**src/rtl/i2s_pkg.sv**
```systemverilog
// Shared types and constants for the I2S receiver: FSM states, default sample
// width and error-counter width.
package i2s_pkg;

  typedef enum logic [1:0] {
    SYNC  = 2'd0,
    SHIFT = 2'd1,
    HOLD  = 2'd2
  } state_t;

  localparam int BITSIZE_DEF = 24;
  localparam int ERRCNT_W    = 8;

endpackage

```
**src/rtl/i2s_slot_shifter.sv**
```systemverilog
// Per-slot serial-to-parallel shifter: counts captured bits and presents the
// complete word combinationally on the cycle that samples the LSB.
module i2s_slot_shifter
  import i2s_pkg::*;
#(
  parameter int BITSIZE = BITSIZE_DEF
) (
  input  logic               sclk,
  input  logic               resetn,
  input  logic               clear,
  input  logic               capture,
  input  logic               sdata,
  output logic [BITSIZE-1:0] word,
  output logic               done
);

  localparam int CNT_W = $clog2(BITSIZE + 1);

  logic [BITSIZE-2:0] shift_reg;
  logic [CNT_W-1:0]   bit_cnt;

  // clear wins over capture so a boundary LSB still reports done from the old count
  always_ff @(posedge sclk) begin
    if (!resetn || clear) begin
      shift_reg <= '0;
      bit_cnt   <= '0;
    end else if (capture) begin
      shift_reg <= {shift_reg[BITSIZE-3:0], sdata};
      bit_cnt   <= bit_cnt + CNT_W'(1);
    end
  end

  assign word = {shift_reg, sdata};
  assign done = capture && (bit_cnt == CNT_W'(BITSIZE - 1));

endmodule

```
**src/rtl/i2s_rx.sv**
```systemverilog
// I2S receiver top: lrclk edge detection, slot FSM, channel registers and valid
// strobe. Define I2S_RX_ERRCNT_EN to build the saturating short-slot counter.
module i2s_rx
  import i2s_pkg::*;
#(
  parameter int BITSIZE = BITSIZE_DEF
) (
  input  logic                sclk,
  input  logic                resetn,
  input  logic                lrclk,
  input  logic                sdata,
  output logic [BITSIZE-1:0]  left_chan,
  output logic [BITSIZE-1:0]  right_chan,
  output logic                valid,
  output logic [ERRCNT_W-1:0] frame_err
);

  state_t             state, state_nxt;
  logic               lr_q;
  logic               lr_edge, fall_edge;
  logic               slot_right;
  logic               left_ok;
  logic               clear, capture, load, short_slot;
  logic [BITSIZE-1:0] word;
  logic               done;

  always_ff @(posedge sclk) lr_q <= lrclk;

  assign lr_edge   = lrclk ^ lr_q;
  assign fall_edge = lr_q & ~lrclk;

  i2s_slot_shifter #(.BITSIZE(BITSIZE)) u_shifter (
    .sclk    (sclk),
    .resetn  (resetn),
    .clear   (clear),
    .capture (capture),
    .sdata   (sdata),
    .word    (word),
    .done    (done)
  );

  always_comb begin
    state_nxt  = state;
    clear      = 1'b0;
    capture    = 1'b0;
    load       = 1'b0;
    short_slot = 1'b0;
    case (state)
      SYNC: begin
        if (fall_edge) begin
          clear     = 1'b1;
          state_nxt = SHIFT;
        end
      end
      SHIFT: begin
        capture = 1'b1;
        load    = done;
        // an edge here either lands on the LSB (clean boundary) or cuts the slot short
        if (lr_edge) begin
          clear      = 1'b1;
          short_slot = !done;
        end else if (done) begin
          state_nxt = HOLD;
        end
      end
      HOLD: begin
        if (lr_edge) begin
          clear     = 1'b1;
          state_nxt = SHIFT;
        end
      end
      default: state_nxt = SYNC;
    endcase
  end

  always_ff @(posedge sclk) begin
    if (!resetn) begin
      state      <= SYNC;
      slot_right <= 1'b0;
      left_ok    <= 1'b0;
      left_chan  <= '0;
      right_chan <= '0;
      valid      <= 1'b0;
    end else begin
      state <= state_nxt;
      valid <= 1'b0;
      if (clear) slot_right <= lrclk;
      // slot_right still names the finishing slot when a load coincides with a new edge
      if (load) begin
        if (slot_right) begin
          right_chan <= word;
          valid      <= left_ok;
          left_ok    <= 1'b0;
        end else begin
          left_chan <= word;
          left_ok   <= 1'b1;
        end
      end
      if (short_slot) left_ok <= 1'b0;
    end
  end

`ifdef I2S_RX_ERRCNT_EN
  logic [ERRCNT_W-1:0] err_cnt;

  always_ff @(posedge sclk) begin
    if (!resetn) begin
      err_cnt <= '0;
    end else if (short_slot && (err_cnt != '1)) begin
      err_cnt <= err_cnt + ERRCNT_W'(1);
    end
  end

  assign frame_err = err_cnt;
`else
  assign frame_err = '0;
`endif

endmodule

```
**config.mk**
```make
export PLATFORM = sky130hd
export DESIGN_NAME = i2s_rx
export DESIGN_NICKNAME = d
export VERILOG_FILES = /design/src/rtl/i2s_pkg.sv /design/src/rtl/i2s_slot_shifter.sv /design/src/rtl/i2s_rx.sv
export SDC_FILE = /design/constraint.sdc
export NUM_CORES = 1
export LEC_CHECK = 0
export CELL_PAD_IN_SITES_DETAIL_PLACEMENT = 1
export CELL_PAD_IN_SITES_GLOBAL_PLACEMENT = 2
export CORE_MARGIN = 3
export CORE_UTILIZATION = 33
export DETAILED_ROUTE_END_ITERATION = 10
export GPL_ROUTABILITY_DRIVEN = 0
export GPL_TIMING_DRIVEN = 0
export HOLD_SLACK_MARGIN = 0.05
export MAX_ROUTING_LAYER = met4
export PLACE_DENSITY = 0.92
export SLEW_MARGIN = 0
export SYNTH_ARGS = -nofsm -noshare
export SYNTH_HDL_FRONTEND = slang
export SYNTH_SLANG_ARGS = --single-unit
```
**constraint.sdc**
```tcl
create_clock -name sclk -period 4.8 [get_ports sclk]
set_clock_uncertainty 0.15 [all_clocks]
set_input_delay 1.44 -clock sclk [delete_from_list [all_inputs] [get_ports sclk]]
set_output_delay 1.44 -clock sclk [all_outputs]
set_load 0.03 [all_outputs]
```
Yosys cells after proc, flatten, opt, wreduce, memory -nomap -nowiden

Index checks and enable logic that the tools add are counted.
Widths: inputs -> output; s select.

Input port bits: 4
Output and inout port bits: 57
Word-level logic and storage cells: 46
Register bits after elaboration: 82

Add/subtract/negate cells: 1
Mux-type cells: 13
Reduce and logical (&&, ||, !) cells: 11
Eq/ne operators: 7
Bitwise operators: 5

Operators by type and width:

| cell                | number |
|---|---|
| $mux 2              | 4 |
| $ne 2x2->1 const B  | 4 |
| $mux 1              | 7 |
| $pmux 2 s3          | 1 |
| $add 5x1->5 const B | 1 |
| $eq 5x5->1 const B  | 1 |
| $reduce_and 2->1    | 2 |
| $reduce_and 4->1    | 1 |
| $reduce_or 2->1     | 2 |
| $not 1->1           | 3 |
| $reduce_and 3->1    | 1 |
| $eq 2x1->1 const B  | 1 |
| $eq 2x2->1 const B  | 1 |
| $logic_not 1->1     | 2 |
| $logic_not 2->1     | 1 |
| $pmux 1 s2          | 1 |
| $and 1x1->1         | 1 |
| $logic_and 1x1->1   | 1 |
| $logic_or 1x1->1    | 1 |
| $xor 1x1->1         | 1 |

Logic depth before layout (Yosys ltp)

Gate-level depths: netlist (run 1).

Word-level depth: 7
Mapped depth: 9
Depth with buffers taken out: 6

Modules after synthesis

Synthesis (run 1) repeated with hierarchy kept, for this count alone.

Cell total of the unflattened synthesis: 360
Area, all modules: 3453.3 um^2

Modules (own cells, without submodules):

| module           | cells an instance | area an instance (um^2) | sequential area each (um^2) | instances |
|---|---|---|---|---|
| i2s_rx           | 259               | 2337.2                  | 1081.0                      | 1 |
| i2s_slot_shifter | 101               | 1116.1                  | 560.5                       | 1 |

Least setup slack after synthesis (run 1)

Ideal clock, no wire load.

Path kind: input to register
Start: input lrclk
End: register u_shifter.bit_cnt[0]
Path buffers: 2
Data arrival time: 2.604 ns
Required time: 4.533 ns
Setup time: 0.117 ns
Slack: 1.928 ns
Cell stages on the path: 8
Path through: inv_1 -> ha_1 -> nand2b_1 -> a21oi_1 -> nand2b_1 -> buf_2 -> buf_2 -> nor2_1

Longest elaborated chain between the ends: 5
Elaborated cells between the ends (all ways): 7
Those cells by class: mux: 3; bitwise: 3; reduce/logical: 1

Ends and longest elaborated chain:

| what                   | line                   | RTL |
|---|---|---|
| start: declaration     | i2s_rx.sv:10           | `input logic lrclk,` |
| $not 1->1              | i2s_rx.sv:30           | `assign fall_edge = lr_q & ~lrclk;` |
| $and 1x1->1            | i2s_rx.sv:30           |  |
| $mux 1                 | i2s_rx.sv:50           | `if (fall_edge) begin` |
| $pmux 1 s2 *           | i2s_rx.sv:48           | `case (state)` |
| $logic_or 1x1->1 *     | i2s_slot_shifter.sv:24 | `if (!resetn \|\| clear) begin` |
| end signal: assignment | i2s_slot_shifter.sv:29 | `bit_cnt <= bit_cnt + CNT_W'(1);` |
| end: declaration       | i2s_slot_shifter.sv:20 | `logic [CNT_W-1:0] bit_cnt;` |

Mark *: on every way between the ends. The rest lies on a longest branch, timed or not.
A chain may end at the register's enable or synchronous reset.

Worst setup path in the final report (run 1)

Start: input lrclk
End: register u_shifter.shift_reg[11]

Longest elaborated chain between the ends: 5
Elaborated cells between the ends (all ways): 7
Those cells by class: mux: 3; bitwise: 3; reduce/logical: 1

Ends and longest elaborated chain:

| what                   | line                   | RTL |
|---|---|---|
| $not 1->1              | i2s_rx.sv:30           |  |
| $and 1x1->1            | i2s_rx.sv:30           |  |
| $mux 1                 | i2s_rx.sv:50           |  |
| $pmux 1 s2 *           | i2s_rx.sv:48           |  |
| $logic_or 1x1->1 *     | i2s_slot_shifter.sv:24 |  |
| end signal: assignment | i2s_slot_shifter.sv:28 | `shift_reg <= {shift_reg[BITSIZE-3:0], sdata};` |
| end: declaration       | i2s_slot_shifter.sv:19 | `logic [BITSIZE-2:0] shift_reg;` |

Marks and branches as above.

==> results of run 1 <==
## power by group through the flow
stage               logic [uW]  clock network [uW]  registers [uW]
global route               245                 566             704
CTS                        225                 537             702
finish                     221                 524             701
floorplan                  178                   0             715
detailed placement         224                   0             717
global placement           216                   0             717
## cells in the mapped netlist, drive strengths merged
master,number,share of area (%)
o22ai,1,0.19
nand2b,2,0.39
nand2,53,6.2
ha,6,2.3
nor2,31,3.6
dfxtp,82,51
xor2,3,0.82
nand4b,1,0.27
nand3,48,8.2
nand4,2,0.39
conb,1,0.12
o21ai,49,8.2
mux2i,27,8.4
nor3,1,0.31
inv,6,0.70
xnor2,1,0.27
buf,28,5.3
nor4,1,0.19
o221a,1,0.35
nand3b,1,0.62
a21boi,1,0.23
clkbuf,8,0.93
a21oi,2,0.31
or3,2,0.54
## routing by layer
layer,vias up,routed length (microns)
met5,-,0
met2,56,3810
met3,13,233
met1,1256,3970
met4,0,140
li1,1320,-
## final cells by class
cell class / count / area [sq um]
multi-input cells: 241 / 1380
clock inverters: 3 / 65.1
inverters: 6 / 22.5
flip-flops and latches: 82 / 1640
plain buffers: 36 / 201
clock buffers: 12 / 135
well taps: 129 / 161
repair buffers: 52 / 520
fillers: 1141 / 5250
## path summary, 6_finish.rpt
path / startpoint / endpoint / slack (ns) / cells past startpoint
setup / recovery: lrclk / u_shifter.shift_reg[11]$_SDFFE_PP0P_ / 1.50 / 9
hold / removal: right_chan[0]$_SDFFE_PN0P_ / right_chan[0]$_SDFFE_PN0P_ / 0.30 / 2
hold reg to reg: right_chan[0]$_SDFFE_PN0P_ / right_chan[0]$_SDFFE_PN0P_ / 0.30 / 2
setup reg to reg: state[1]$_SDFFE_PN0P_ / right_chan[19]$_SDFFE_PN0P_ / 2.73 / 9
## logic make-up (layout without fill, tap and decap cells)
logic type                 after synthesis  after routing  synth area share (%)
AOI/OAI and AO/OA                       54             54                  9.30
xor gates and xnor gates                 4              4                  1.09
adders and majority gates                6              6                  2.33
buffers and inverters                   42            109                  6.96
DFF                                     82             82                  51.0
muxes                                   27             27                  8.40
other                                    1              8                 0.117
and+or+nand+nor                        142            142                  20.8
## worst max-delay path: cells and delay by family
| family | cells | cell delay (ns) |
|---|---|---|
| buffers and inverters | 4 | 1.01 |
| AOI/OAI and AO/OA | 1 | 0.21 |
| adders and majority gates | 1 | 0.33 |
| and+or+nand+nor | 3 | 0.38 |
## cell usage in the layout, fill, tap and decap left out, types with 2 or more instances in the layout
master            n
a21oi_1           2
buf_1             3
buf_2            14
buf_4             9
buf_6             2
bufinv_16         2
clkbuf_1         11
clkbuf_8          9
clkdlybuf4s50_1  52
conb_1            8
dfxtp_1          82
ha_1              6
inv_1             6
mux2i_1          27
nand2_1          53
nand2b_1          2
nand3_1          43
nand3_2           5
nand4_1           2
nor2_1           31
o21ai_0          39
o21ai_1           5
o21ai_2           5
xor2_1            3
## metrics by stage
step	hold slack (ns)	setup WS, ns
2_1_floorplan	0.275	1.93
3_3_place_gp	0.297	1.18
3_5_place_dp	0.301	1.12
4_1_cts	0.311	1.48
5_1_grt	0.336	1.36
6_report	0.305	1.50
==> out/results.tsv, run 1 <==
metric	value	unit
Final ANT Viol Nets	0	
Yosys Warn Count	0	
Ports	61	
antenna violations before repair	0	
post-route cell area	0.00413	sq mm
met1 usage	20.0	%
worst min path class	flip-flop to flip-flop	
FP Rows	35	
TritonCTS clock tree	built	
Post-Syn Area	0.00322	sq mm
Cell Pwr Density	351	mW/mm^2
clk buf depth	2	
sequential share of power	48.5	%
Root Buffer	clkbuf_8	
Clk pwr share	36.2	%
htree depth	3	
Mapped Cells	358	
Setup Crit Path Kind	primary input to flip-flop	
VDD IR max	0.000175	V
Pint	1070	uW
P_sw	378	uW
DRC Markers	0	
syn_area_per_cell	8.99	sq um
core area	0.00937	sq mm
Final Max Tran Viols	0	
DRT Wirelength	8150	microns
total leakage power	0.00149	uW
CP Cell Sequence	clkdlybuf4s50_1, inv_1, ha_1, nand2b_1, a21oi_1, nand2b_1, buf_2, buf_2, nor2_1	
area growth from synthesis to layout	28.2	%
DP HPWL	5990	microns
DR iter-0 viols	82	
final hold violations	0	
Power, Total	1450	uW
WP data required	4.88	ns
distinct cell type count after synthesis	31	
Routed WL per cell	14.5	microns
n_diodes	0	
GR peak layer	met2	
vias in the first global route	2728	
CP peak stage delay	0.49	ns
Crit-path slowest cell	clkdlybuf4s50_1	
ratio of final minimum period to clock period	68.8	%
Via density	4.71	
switch share	26.2	%
met3 Use GR	2.41	%
CP endpoint kind	flip-flop	
area post-placement	0.00393	sq mm
post-CTS setup buffer count	0	
sequential area share after synthesis	51.0	%
Final #Nets	438	
Slew @ Worst Pin	0.538	ns
CTS buffer count	9	
FF+latch count, synth	82	
drt pass-1 iters	4	
FMAX	303	MHz
die width	105	microns
die area	0.0110	sq mm
layout cells sized above 1	11.8	%
met2 usage	25.2	%
proportion of power drawn by combinational gates	15.3	%
Placed Cells incl. Taps	546	
total grt overflow	0	
fin crit period	3.30	ns
max-cap viol count	0	
Die Ht	105	microns
Setup crit start kind	primary input	
CTS Sinks	82	
non-filler cells, final	561	
initial core utilization	34.3	%
first-pass GRT wire length	13500	microns
setup TNS	0	ns
I/O Buffers	52	
Layout Utilization	44.0	%
gr usage total	15.7	%
hold buffer count at CTS	0	
Finish-stage setup viols	0	
RSZ-0062 raised after global routing	false	
Post-CTS Resized	0	
status	completed	
Slew HR	64.1	%
Max FO, Critical Path	10	
Clk Latency, worst-skew pair	0.34	ns
Worst-path clk slew	0.08	ns
vias post-DR	2645	
Worst EP arrival	3.38	ns
largest net degree at the start of global routing	13	
Note: power is estimated with default switching activity, not from simulation.
==> inputs of run 2 (changes only) <==
- CORE_UTILIZATION: 33 -> 28
- PLACE_DENSITY: 0.92 -> 0.84
- clock period: 4.8 -> 2.8 ns (I/O delays scaled with it)
==> run 2 against run 1 <==
Net effect:
- non-clock buffer count stayed put
- worst hold slack improved by 0.0024 ns
- global-route usage down 1.9 points
- die area is 17% higher
- sequential cell count stayed put
- utilization shrank 5.2 points
- clock-buffer cell count is the same
- combinational power is 75% higher
- register-to-register slack got worse by 2.0 ns
- via count decreased by 0.34%
- highest routed layer unchanged
- clock power increased by 150%
==> out/results.tsv, run 2 (synthesis gave the netlist of run 1 again) <==
metric	value	unit	change
htree depth	3		unchanged
CTS buffer count	9		unchanged
WP data required	2.88	ns	-2.00 ns
FMAX	371	MHz	
sequential share of power	41.9	%	-6.6 points
Root Buffer	clkbuf_16		
Pint	2170	uW	+100%
area growth from synthesis to layout	33.0	%	
status	completed		
antenna violations before repair	0		unchanged
CP Cell Sequence	clkdlybuf4s50_1, inv_1, ha_1, nand2b_1, a21oi_2, nand2b_1, buf_2, clkbuf_4, nor2_1		
Hold Startpoint	right_chan[4]$_SDFFE_PN0P_		
max-cap viol count	0		unchanged
Power, Total	2880	uW	+99%
tightest hold margin	0.307	ns	+0.00239 ns
first-pass GRT wire length	13700	microns	+1.6%
core area	0.0110	sq mm	+18%
drt pass-1 iters	4		unchanged
layout cells sized above 1	12.7	%	+0.90 points
Placed Cells incl. Taps	557		+2.0%
post-CTS setup buffer count	0		unchanged
Final Max Tran Viols	0		unchanged
vias in the first global route	2714		-0.51%
FP Rows	38		+8.6%
Routed WL per cell	14.6	microns	+0.55%
Max FO, Critical Path	10		unchanged
total leakage power	0.00155	uW	+4.4%
I/O Buffers	52		unchanged
Clk pwr share	44.7	%	+8.5 points
TritonCTS clock tree	built		
switch share	24.7	%	-1.5 points
clk buf depth	2		unchanged
Setup Crit Path Kind	primary input to flip-flop		
r2r worst-path depth	9		unchanged
Cell Pwr Density	674	mW/mm^2	+92%
n_diodes	0		unchanged
reg2reg start	state[1]$_SDFFE_PN0P_		
Ports	61		unchanged
commonest non-fill, non-tap cell in the layout	dfxtp_1		
Finish-stage setup viols	0		unchanged
die area	0.0128	sq mm	+17%
Slew @ Worst Pin	0.579	ns	+0.0414 ns
VDD IR max	0.000251	V	+44%
worst min path class	flip-flop to flip-flop		
ratio of final minimum period to clock period	96.3	%	
most frequent cells in the layout	82 x dfxtp_1, 53 x nand2_1, 52 x clkdlybuf4s50_1		
die width	113	microns	+8.1%
Final #Nets	438		unchanged
Fill cells	1311		+15%
Final ANT Viol Nets	0		unchanged
DRT Wirelength	8370	microns	+2.7%
DP HPWL	6010	microns	+0.34%
final hold violations	0		unchanged
non-filler cells, final	573		+2.1%
vias post-DR	2636		-0.34%
proportion of power drawn by combinational gates	13.4	%	-1.9 points
initial core utilization	29.2	%	-5.2 points
largest net degree at the start of global routing	14		+1
fin crit period	2.70	ns	
worst hold stages	2		unchanged
Worst-path clk slew	0.06	ns	-0.02 ns
CP peak stage delay	0.51	ns	+0.02 ns
Via density	4.60		-2.4%
Crit-path slowest cell	clkdlybuf4s50_1		
total grt overflow	0		unchanged
Die Ht	113	microns	+8.1%
Setup crit start kind	primary input		
Clk Latency, worst-skew pair	0.33	ns	about the same
gr usage total	13.8	%	-1.9 points
DR iter-0 viols	90		+9.8%
Worst EP arrival	2.77	ns	-0.61 ns
DRC Markers	0		unchanged
P_sw	712	uW	+88%
Worst setup startpoint	lrclk		
Slew HR	61.4	%	-2.8 points
CP endpoint kind	flip-flop		
CTS Sinks	82		unchanged
most used cell along the critical path	nand2b_1		
-- run 2: power by group through the flow --
stage | clock network, uW | logic, uW | registers (uW)
6_report | 1290 | 387 | 1210
3_5_place_dp | 0 | 381 | 1230
4_1_cts | 1330 | 384 | 1210
5_1_grt | 1370 | 428 | 1210
2_1_floorplan | 0 | 305 | 1230
3_3_place_gp | 0 | 372 | 1230
-- run 2: worst paths after layout --
| check | slack, ns | end |
|---|---|---|
| worst min-delay path | 0.31 | right_chan[4]$_SDFFE_PN0P_ |
| worst max-delay path | 0.10 | u_shifter.shift_reg[9]$_SDFFE_PP0P_ |
| worst min register to register | 0.31 | right_chan[4]$_SDFFE_PN0P_ |
| worst max register to register | 0.76 | right_chan[18]$_SDFFE_PN0P_ |
-- run 2: final cells by class --
type	instances	area [sq um]	area share, %
clock inverters	4	73.8	1.73
inverters	6	22.5	0.526
multi-input cells	241	1380	32.3
plain buffers	36	206	4.83
repair buffers	52	520	12.2
well taps	140	175	4.09
clock buffers	12	256	6.00
flip-flops and latches	82	1640	38.4
-- run 2: metrics by stage --
step                      setup TNS [ns]  setup WS [ns]  instance area (sq um)  utilization (%)
after floorplan                        0          0.528                   3240                -
after global placement             -4.86         -0.254                   3940             35.7
after detailed placement           -5.37         -0.286                   3940             35.7
after CTS                              0         0.0558                   4270             38.7
after global routing              -0.108        -0.0208                   4280             38.8
final                                  0          0.104                   4280             38.8
-- run 2: metal layers --
metal / wire (microns) / vias to the layer above / track usage (%)
li1: - / 1326 / -
met2: 4050 / 47 / 21.8
met4: 173 / 0 / 6.25
met3: 257 / 14 / 2.09
met5: 0 / - / -
met1: 3890 / 1249 / 17.4
-- run 2: what timing repair did --
action	CTS	global route
gates resized for setup	0	4
hold buffers	0	0
setup endpoints to repair	0	20
-- run 2: worst max-delay path: cells and delay by family --
kind,cells,cell delay [ns]
buffers and inverters,4,1.03
and+or+nand+nor,3,0.37
adders and majority gates,1,0.34
AOI/OAI and AO/OA,1,0.19
==> inputs of run 3 (changes only) <==
- CELL_PAD_IN_SITES_DETAIL_PLACEMENT: 1 -> unset
- CELL_PAD_IN_SITES_GLOBAL_PLACEMENT: 2 -> unset
- CORE_UTILIZATION: 28 -> 45
- CTS_BUF_LIST: unset -> sky130_fd_sc_hd__clkbuf_4
- PLACE_DENSITY: 0.84 -> 0.82
- SLEW_MARGIN: 0 -> unset
==> run 3 against run 2 <==
Net effect:
- register-to-register slack about the same
- total power down 18%
- combinational power is 4% lower
- largest power group is now sequential cells
==> out/results.tsv, run 3 (synthesis gave the netlist of run 1 again) <==
metric	value	unit	change
status	completed		
drt pass-1 iters	4		unchanged
Clk Latency, worst-skew pair	0.43	ns	+0.10 ns
CP peak stage delay	0.50	ns	about the same
Layout Utilization	58.9	%	+20 points
layout cells sized above 1	12.5	%	-0.23 points
area growth from synthesis to layout	25.8	%	
die width	90.6	microns	-20%
Finish-stage setup viols	0		unchanged
clk buf depth	2		unchanged
DP HPWL	5140	microns	-15%
CP top delay family	buffers and inverters		
Register Area	0.00164	sq mm	unchanged
area post-placement	0.00388	sq mm	-1.4%
most frequent cells in the layout	82 x dfxtp_1, 53 x nand2_1, 52 x clkdlybuf4s50_1		
largest net degree at the start of global routing	15		+1
initial core utilization	46.8	%	+18 points
total leakage power	0.00147	uW	-5.2%
Power, Total	2370	uW	-18%
CTS Sinks	82		unchanged
CP Cell Sequence	clkdlybuf4s50_1, inv_1, ha_1, nand2b_1, a21oi_1, nand2b_1, buf_2, buf_2, nor2_1		
DRT Wirelength	7250	microns	-13%
htree depth	3		unchanged
Ports	61		unchanged
DR iter-0 viols	123		+37%
Setup crit start kind	primary input		
gr usage total	18.9	%	+5.2 points
commonest non-fill, non-tap cell in the layout	dfxtp_1		
TritonCTS clock tree	built		
I/O Buffers	52		unchanged
Worst EP arrival	2.75	ns	-0.02 ns
post-route cell area	0.00405	sq mm	-5.4%
Final Max Tran Viols	0		unchanged
setup TNS	0	ns	unchanged
Final ANT Viol Nets	0		unchanged
Routed WL per cell	13.7	microns	-6.2%
Slew @ Worst Pin	0.528	ns	-0.0513 ns
ratio of final minimum period to clock period	91.9	%	-4.4 points
max-cap viol count	0		unchanged
Via density	4.96		+7.9%
Final #Nets	438		unchanged
FMAX	389	MHz	+4.8%
final hold violations	0		unchanged
n_diodes	0		unchanged
Worst-path clk slew	0.12	ns	+0.06 ns
die area	0.00820	sq mm	-36%
Root Buffer	clkbuf_4		
Fill cells	593		-55%
Slew HR	64.8	%	+3.4 points
total grt overflow	0		unchanged
Crit-path slowest cell	clkdlybuf4s50_1		
core area	0.00687	sq mm	-38%
reg2reg setup slack	0.75	ns	about the same
Cell Pwr Density	584	mW/mm^2	-13%
hold buffer count at CTS	0		unchanged
tightest hold margin	0.315	ns	+0.00775 ns
Setup Crit Path Kind	primary input to flip-flop		
vias post-DR	2626		-0.38%
area of the multi-input gates	0.00138	sq mm	-0.27%
first-pass GRT wire length	12100	microns	-12%
FP Rows	30		-21%
RSZ-0062 raised after global routing	false		
Max FO, Critical Path	10		unchanged
post-CTS setup buffer count	0		unchanged
Post-CTS Resized	0		unchanged
CP endpoint kind	flip-flop		
antenna violations before repair	0		unchanged
Die Ht	90.6	microns	-20%
fin crit period	2.57	ns	-0.123 ns
vias in the first global route	2534		-6.6%
Worst Path Buf+Inv	4		unchanged
CTS buffer count	9		unchanged
worst min path class	flip-flop to flip-flop		
VDD IR max	0.000314	V	+25%
DRC Markers	0		unchanged
WP data required	2.98	ns	+0.10 ns
-- run 3: cell types whose count changed in the layout (fill, tap and decap cells not counted), moves of 2 or more --
cell / change
inv_6: +2
clkbuf_16: -9
clkbuf_4: +9
buf_2: +2
clkbuf_8: -2
-- run 3: worst paths after layout --
path | startpoint | endpoint | depth (start not counted)
worst min register to register | right_chan[1]$_SDFFE_PN0P_ | right_chan[1]$_SDFFE_PN0P_ | 2
worst max-delay path | lrclk | u_shifter.shift_reg[12]$_SDFFE_PP0P_ | 9
worst max register to register | state[1]$_SDFFE_PN0P_ | right_chan[21]$_SDFFE_PN0P_ | 9
worst min-delay path | right_chan[1]$_SDFFE_PN0P_ | right_chan[1]$_SDFFE_PN0P_ | 2
-- run 3: final cells by class --
type / instances / area share [%]
Inverter: 6 / 0.556
Clock buffer: 10 / 1.85
Timing Repair Buffer: 52 / 12.9
Clock inverter: 6 / 2.19
Buffer: 36 / 4.98
Sequential cell: 82 / 40.6
Tap cell: 96 / 2.97
Multi-Input combinational cell: 241 / 34.0
-- run 3: power by group --
part,switching (uW),internal (uW),total [uW]
clock network,415,376,790
logic,221,149,370
registers,18.6,1190,1200
total,654,1710,2370
-- run 3: worst reg2reg max path: stages, from the launching register on --
cell and delay (ns):
dfxtp_1 0.37, inv_1 0.09, ha_1 0.14, buf_2 0.17, nand2_1 0.12, nor3_2 0.20
buf_2 0.28, buf_2 0.27, nand3_1 0.10, o21ai_0 0.10
-- run 3: layer usage --
layer | up-vias | global-route usage (%) | wire (microns)
met4 | 0 | 9.18 | 133
met1 | 1240 | 23.5 | 3370
met5 | - | - | 0
met3 | 11 | 3.00 | 303
met2 | 53 | 30.1 | 3440
li1 | 1322 | - | -
-- run 3: metrics by stage --
step,setup WS [ns],std cells
global route,0.0973,529
detailed placement,-0.238,513
CTS,0.248,529
finish,0.227,529
global placement,-0.185,513
floorplan,0.528,365
